$ cat config.mk
export PLATFORM = sky130hd
export DESIGN_NAME = ram_stream_reader
export DESIGN_NICKNAME = d
export VERILOG_FILES = /design/src/rtl/ram_rd_pkg.sv /design/src/rtl/ram_rd_fifo.sv /design/src/rtl/ram_stream_reader.sv
export SDC_FILE = /design/constraint.sdc
export NUM_CORES = 1
export LEC_CHECK = 0
export BUFFER_PORTS_ARGS = -buffer_cell sky130_fd_sc_hd__buf_2
export CORE_ASPECT_RATIO = 1.25
export CORE_MARGIN = 5
export CORE_UTILIZATION = 40
export DETAILED_ROUTE_END_ITERATION = 7
export GPL_ROUTABILITY_DRIVEN = 0
export HOLD_SLACK_MARGIN = 0.06
export PLACE_DENSITY_LB_ADDON = 0.05
export SYNTH_ARGS = -nofsm -noshare
export SYNTH_HDL_FRONTEND = slang
export SYNTH_HIERARCHICAL = 1
export SYNTH_SLANG_ARGS = --single-unit
export TNS_END_PERCENT = 50
$ cat constraint.sdc
create_clock -name clk -period 5.3 [get_ports clk]
set_clock_uncertainty 0.1 [all_clocks]
set_input_delay 0.53 -clock clk [delete_from_list [all_inputs] [get_ports clk]]
set_output_delay 0.53 -clock clk [all_outputs]
set_load 0.1 [all_outputs]
$ cat src/rtl/ram_rd_pkg.sv
// Shared definitions for the RAM stream reader: controller states and output FIFO sizing.
package ram_rd_pkg;

    typedef enum logic [1:0] {
        ST_IDLE  = 2'd0,
        ST_READ  = 2'd1,
        ST_DRAIN = 2'd2
    } state_t;

    localparam int FIFO_DEPTH = 2;
    localparam int FIFO_CNT_W = $clog2(FIFO_DEPTH + 1);
    localparam int FIFO_PTR_W = $clog2(FIFO_DEPTH);
    localparam logic [FIFO_CNT_W-1:0] FIFO_FULL = FIFO_CNT_W'(FIFO_DEPTH);

endpackage

$ cat src/rtl/ram_rd_fifo.sv
// Two-entry output FIFO with occupancy count; supports push and pop in the same cycle when full.
module ram_rd_fifo
    import ram_rd_pkg::*;
#(
    parameter int W = 16
) (
    input  logic                  clk,
    input  logic                  rst,
    input  logic                  i_push,
    input  logic [W-1:0]          i_data,
    input  logic                  i_pop,
    output logic                  o_valid,
    output logic [W-1:0]          o_data,
    output logic [FIFO_CNT_W-1:0] o_count
);

    logic [W-1:0]          r_mem [FIFO_DEPTH];
    logic [FIFO_PTR_W-1:0] r_wr_ptr;
    logic [FIFO_PTR_W-1:0] r_rd_ptr;
    logic [FIFO_CNT_W-1:0] r_count;
    logic                  w_pop;
    logic                  w_push;

    assign w_pop  = i_pop && (r_count != '0);
    assign w_push = i_push && ((r_count != FIFO_FULL) || w_pop);

    always_ff @(posedge clk) begin
        if (rst) begin
            r_wr_ptr <= '0;
            r_rd_ptr <= '0;
            r_count  <= '0;
        end else begin
            if (w_push) begin
                r_wr_ptr <= r_wr_ptr + FIFO_PTR_W'(1);
            end
            if (w_pop) begin
                r_rd_ptr <= r_rd_ptr + FIFO_PTR_W'(1);
            end
            case ({w_push, w_pop})
                2'b10:   r_count <= r_count + FIFO_CNT_W'(1);
                2'b01:   r_count <= r_count - FIFO_CNT_W'(1);
                default: r_count <= r_count;
            endcase
        end
    end

    // Storage carries no reset; the empty FIFO presents zero on its data output instead.
    always_ff @(posedge clk) begin
        if (w_push) begin
            r_mem[r_wr_ptr] <= i_data;
        end
    end

    assign o_valid = (r_count != '0);
    assign o_data  = o_valid ? r_mem[r_rd_ptr] : '0;
    assign o_count = r_count;

endmodule

$ cat src/rtl/ram_stream_reader.sv
// Streams cmd_len words from a simple dual-port RAM starting at cmd_base, wrapping at depth D,
// through a two-entry FIFO with valid/ready backpressure.
module ram_stream_reader
    import ram_rd_pkg::*;
#(
    parameter int W = 16,
    parameter int D = 1024
) (
    input  logic          clk,
    input  logic          rst,
    input  logic          cmd_valid,
    output logic          cmd_ready,
    input  logic [31:0]   cmd_base,
    input  logic [31:0]   cmd_len,
    output logic          ram_re,
    output logic [31:0]   ram_read_addr,
    input  logic          ram_dout_vld,
    input  logic [W-1:0]  ram_dout,
    output logic          out_valid,
    input  logic          out_ready,
    output logic [W-1:0]  out_data,
    output logic          out_last,
    output logic          busy,
    output logic          done
);

    localparam int AW = $clog2(D);
    localparam logic [FIFO_CNT_W:0] OCC_ONE = (FIFO_CNT_W + 1)'(1);
    localparam logic [FIFO_CNT_W:0] OCC_TWO = (FIFO_CNT_W + 1)'(2);

    state_t                r_state;
    logic [AW-1:0]         r_addr;
    logic [31:0]           r_remaining;
    logic [31:0]           r_pop_left;
    logic                  r_inflight;
    logic                  r_done;

    logic                  w_accept;
    logic                  w_pop;
    logic                  w_push;
    logic                  w_last_pop;
    logic [FIFO_CNT_W-1:0] w_fifo_cnt;
    logic [FIFO_CNT_W:0]   w_occ;
    logic                  w_unused_base;

    assign cmd_ready  = (r_state == ST_IDLE);
    assign w_accept   = cmd_valid && cmd_ready;
    assign w_pop      = out_valid && out_ready;
    assign w_push     = ram_dout_vld && r_inflight;
    assign w_last_pop = w_pop && (r_pop_left == 32'd1);

    // A read is issued only if its word is guaranteed a FIFO slot on arrival.
    assign w_occ  = {1'b0, w_fifo_cnt} + {{FIFO_CNT_W{1'b0}}, r_inflight};
    assign ram_re = (r_state == ST_READ) && (w_occ <= (w_pop ? OCC_TWO : OCC_ONE));

    assign ram_read_addr = {{(32 - AW){1'b0}}, r_addr};
    assign out_last      = out_valid && (r_pop_left == 32'd1);
    assign busy          = (r_state != ST_IDLE);
    assign done          = r_done;
    assign w_unused_base = ^cmd_base[31:AW];

    always_ff @(posedge clk) begin
        if (rst) begin
            r_state     <= ST_IDLE;
            r_addr      <= '0;
            r_remaining <= '0;
            r_pop_left  <= '0;
            r_inflight  <= 1'b0;
            r_done      <= 1'b0;
        end else begin
            r_inflight <= ram_re;
            r_done     <= (w_accept && (cmd_len == 32'd0)) || w_last_pop;
            if (w_pop) begin
                r_pop_left <= r_pop_left - 32'd1;
            end
            case (r_state)
                ST_IDLE: begin
                    if (w_accept && (cmd_len != 32'd0)) begin
                        r_state     <= ST_READ;
                        r_addr      <= cmd_base[AW-1:0];
                        r_remaining <= cmd_len;
                        r_pop_left  <= cmd_len;
                    end
                end
                ST_READ: begin
                    if (ram_re) begin
                        r_addr      <= r_addr + AW'(1);
                        r_remaining <= r_remaining - 32'd1;
                        if (r_remaining == 32'd1) begin
                            r_state <= ST_DRAIN;
                        end
                    end
                end
                ST_DRAIN: begin
                    if (w_last_pop) begin
                        r_state <= ST_IDLE;
                    end
                end
                default: r_state <= ST_IDLE;
            endcase
        end
    end

    ram_rd_fifo #(
        .W (W)
    ) u_fifo (
        .clk     (clk),
        .rst     (rst),
        .i_push  (w_push),
        .i_data  (ram_dout),
        .i_pop   (w_pop),
        .o_valid (out_valid),
        .o_data  (out_data),
        .o_count (w_fifo_cnt)
    );

endmodule

==> flow_metrics.py <==
metrics = {
    "run_status": {
        "status": "finished clean",
    },
    "logic_synthesis": {
        "synth_top_flop_cell": "dfxtp_1",
        "netlist_area_sq_um": 6620,
        "synth-edff-count": 32,
        "synth_seq_area_share_pct": 39.6,
        "yosys_warnings": 6,
        "avgSynthCellArea_sq_um": 8.64,
        "synth-seq-cells": 115,
        "synthCells": 766,
        "synth_cell_type_count": 71,
        "async_reset_ff_share_pct": 0,
    },
    "finish": {
        "n_antenna_cell": 0,
        "area_delta_synth_final_pct": 16.7,
        "final_cell_mix": "buf_2 (94), nor2_1 (93), dfxtp_1 (83), a21oi_1 (61), nand2_1 (55)",
        "nets": 919,
        "fillers": 1613,
        "mostFrequentLayoutCell": "buf_2",
        "finish.utilization_pct": 47.5,
        "layout-drive-gt1-share_pct": 19.1,
    },
    "detailed_routing": {
        "dr.pass1.iters": 5,
        "drc": 0,
        "ant_nets": 0,
        "post_drt_wl_per_cell_um": 18.4,
        "routed_via_density": 5.72,
        "finalWirelength_mm": 19.4,
        "vias": 6029,
        "drtIter0Drc": 398,
    },
    "critical_path": {
        "timing.reg2reg.setup_slack_ps": 1270,
        "path_depth": 9,
        "start_kind": "flip-flop",
        "crit_start": "u_fifo/o_count[1]$_SDFFE_PP0P_",
        "crit_end": "ram_re",
        "crit_chain": "nor2_2 > inv_1 > nand2_1 > inv_1 > fa_1 > nor3b_1 > o21ai_2 > inv_2 > buf_2",
        "cp.arrival_ps": 3660,
        "rr_startpoint": "u_fifo/o_count[1]$_SDFFE_PP0P_",
        "critPathMaxStageDelay_ps": 630,
        "path_max_fanout": 17,
        "r2r_end": "r_remaining[11]$_SDFFE_PP0P_",
        "path_delay_family": "simple AND/OR/NAND/NOR gates",
        "path_common_cell": "inv_1",
        "criticalPathCategory": "reg2out",
        "crit_path_end_kind": "output pin",
        "cp.required_ps": 4670,
        "ff2ff_path_depth": 11,
        "slowest_stage": "nor2_2",
        "crit_buf_inv": 4,
    },
    "clock_network": {
        "cts_resized": 0,
        "cts_buffers": 17,
        "insertion_delay_ps": 420,
        "cts_hold_buf": 0,
        "post_cts.repair.setup_buffers": 0,
        "path_clk_slew_ps": 60,
        "cts.htree.levels": 4,
        "root_buffer": "clkbuf_16",
        "cts_sinks": 115,
        "cts_tree": "done",
        "clock_path_buffers": 2,
    },
    "timing": {
        "slew_viol_final": 0,
        "period_minus_slack_ps": 4290,
        "worst_pin_slew_ps": 931,
        "tns_ps": 0,
        "fin_crit_sh_pct": 81.0,
        "hold_slack_ps": 198,
        "worst_slack_ps": 1010,
        "hold_viol_final": 0,
        "finalSetupViolations": 0,
        "slew_headroom_pct": 37.9,
        "rsz0062_at_grt": "no",
        "fmax_mhz": 233,
    },
    "floorplanning": {
        "die_w_um": 125,
        "fp-row-count": 52,
        "pin_count": 139,
        "dieArea_sq_um": 19200,
        "die_h_um": 154,
        "core_area_sq_um": 16300,
        "start_util_pct": 40.7,
    },
    "power_and_ir_drop": {
        "finalPower_mw": 2.92,
        "ir_worst_vdd_mv": 0.187,
        "p_per_area_nw_per_um2": 379,
        "leakage_nw": 2.85,
    },
    "global_route": {
        "antenna_found_initial": 0,
        "grt_start_max_net_pins": 66,
        "grt_pass1_wl_mm": 30.7,
        "grt_pass1_vias": 5871,
        "gr-total-overflow": 0,
        "gr-usage-all-layers_pct": 19.7,
    },
    "place": {
        "numPortBuffers": 94,
        "post-place-ws_ps": 1230,
        "dp.final_hpwl_mm": 13.4,
    },
    "min_path": {
        "hp-class": "in2reg",
    },
    "flow_run": {
        "maxCapViolCount": 0,
    },
}
logic make-up (layout without fill, tap and decap cells):
| logic type | Yosys count | in the layout | share of synthesized area (%) |
|---|---|---|---|
| buffers and inverters | 106 | 157 | 7.88 |
| muxes | 21 | 21 | 3.27 |
| adders and majority gates | 9 | 9 | 1.81 |
| xor gates and xnor gates | 32 | 32 | 4.23 |
| and+or+nand+nor | 290 | 290 | 23.0 |
| AOI/OAI and AO/OA | 192 | 192 | 20.2 |
| DFF | 115 | 115 | 39.6 |
| other | 1 | 22 | 0.0566 |
through the flow:
| stage | std cells | area, sq um |
|---|---|---|
| final | 1054 | 7720 |
| after global routing | 1054 | 7720 |
| after CTS | 1054 | 7720 |
| after detailed placement | 1022 | 7090 |
| after global placement | 1022 | 7090 |
| after floorplan | 787 | 6700 |
worst register-to-register path, stage by stage, from the launching register on:
cell and delay [ps]:
dfxtp_1 420, nor2_2 630, inv_1 190, nand2_1 210, inv_1 210, fa_1 540, o31a_1 340, o21ai_2 170
inv_2 90, nor2_2 580, buf_12 270, o32ai_1 120
Yosys cell counts, drive strengths merged, types with 19 or more instances:
library cell	number	area share [%]
a211oi	31	3.5
a21oi	62	4.7
buf	34	3.8
clkbuf	50	2.8
dfxtp	83	25
edfxtp	32	15
inv	22	1.3
mux2i	19	2.9
nand2	55	3.1
nor2	95	5.5
nor3	34	2.7
nor4	28	3.4
o32ai	35	4.6
cell type report:
| cell class | instances | area, sq um | area share [%] |
|---|---|---|---|
| clock inverters | 15 | 205 | 2.66 |
| multi-input cells | 566 | 3560 | 46.1 |
| repair buffers | 103 | 551 | 7.13 |
| clock buffers | 17 | 425 | 5.51 |
| well taps | 216 | 270 | 3.50 |
| inverters | 22 | 85.1 | 1.10 |
| flip-flops and latches | 115 | 2620 | 34.0 |
worst min-delay path by stage:
stage	depth (start not counted)	slack [ps]	start	end
2_1_floorplan	2	330	r_remaining[30]$_SDFFE_PP0P_	r_remaining[30]$_SDFFE_PP0P_
3_5_place_dp	2	360	r_remaining[15]$_SDFFE_PP0P_	r_remaining[15]$_SDFFE_PP0P_
4_1_cts	1	180	ram_dout[15]	u_fifo/r_mem[0][15]$_DFFE_PP_
5_1_grt	1	180	ram_dout[15]	u_fifo/r_mem[0][15]$_DFFE_PP_
6_report	1	200	ram_dout[15]	u_fifo/r_mem[0][15]$_DFFE_PP_
3_3_place_gp	2	350	r_remaining[30]$_SDFFE_PP0P_	r_remaining[30]$_SDFFE_PP0P_
metal layers:
metal	vias to the layer above	wire (um)	GRT usage (%)	part of all wire (%)
li1	2932	-	-	-
met1	2871	8470	24.4	44
met2	192	9310	32.8	48
met3	34	1200	5.41	6.2
met4	0	372	7.23	1.9
met5	-	0	0	0
registers in the layout, summed over array words and instances (netlist names), 2 cells and up, named ones only:
name and cells:
r_state 2, r_remaining 32, u_fifo/r_mem 32, u_fifo/o_count 2, r_pop_left 32, r_addr 10
where the power goes:
group / switching [mW] / leakage (nW) / internal [mW] / total [mW]
Clock: 0.439 / 0.302 / 0.791 / 1.23
Sequential: 0.0649 / 0.972 / 0.963 / 1.03
Combinational: 0.474 / 1.57 / 0.193 / 0.666
Total: 0.977 / 2.85 / 1.95 / 2.92
(Power assumes the default switching activity.)
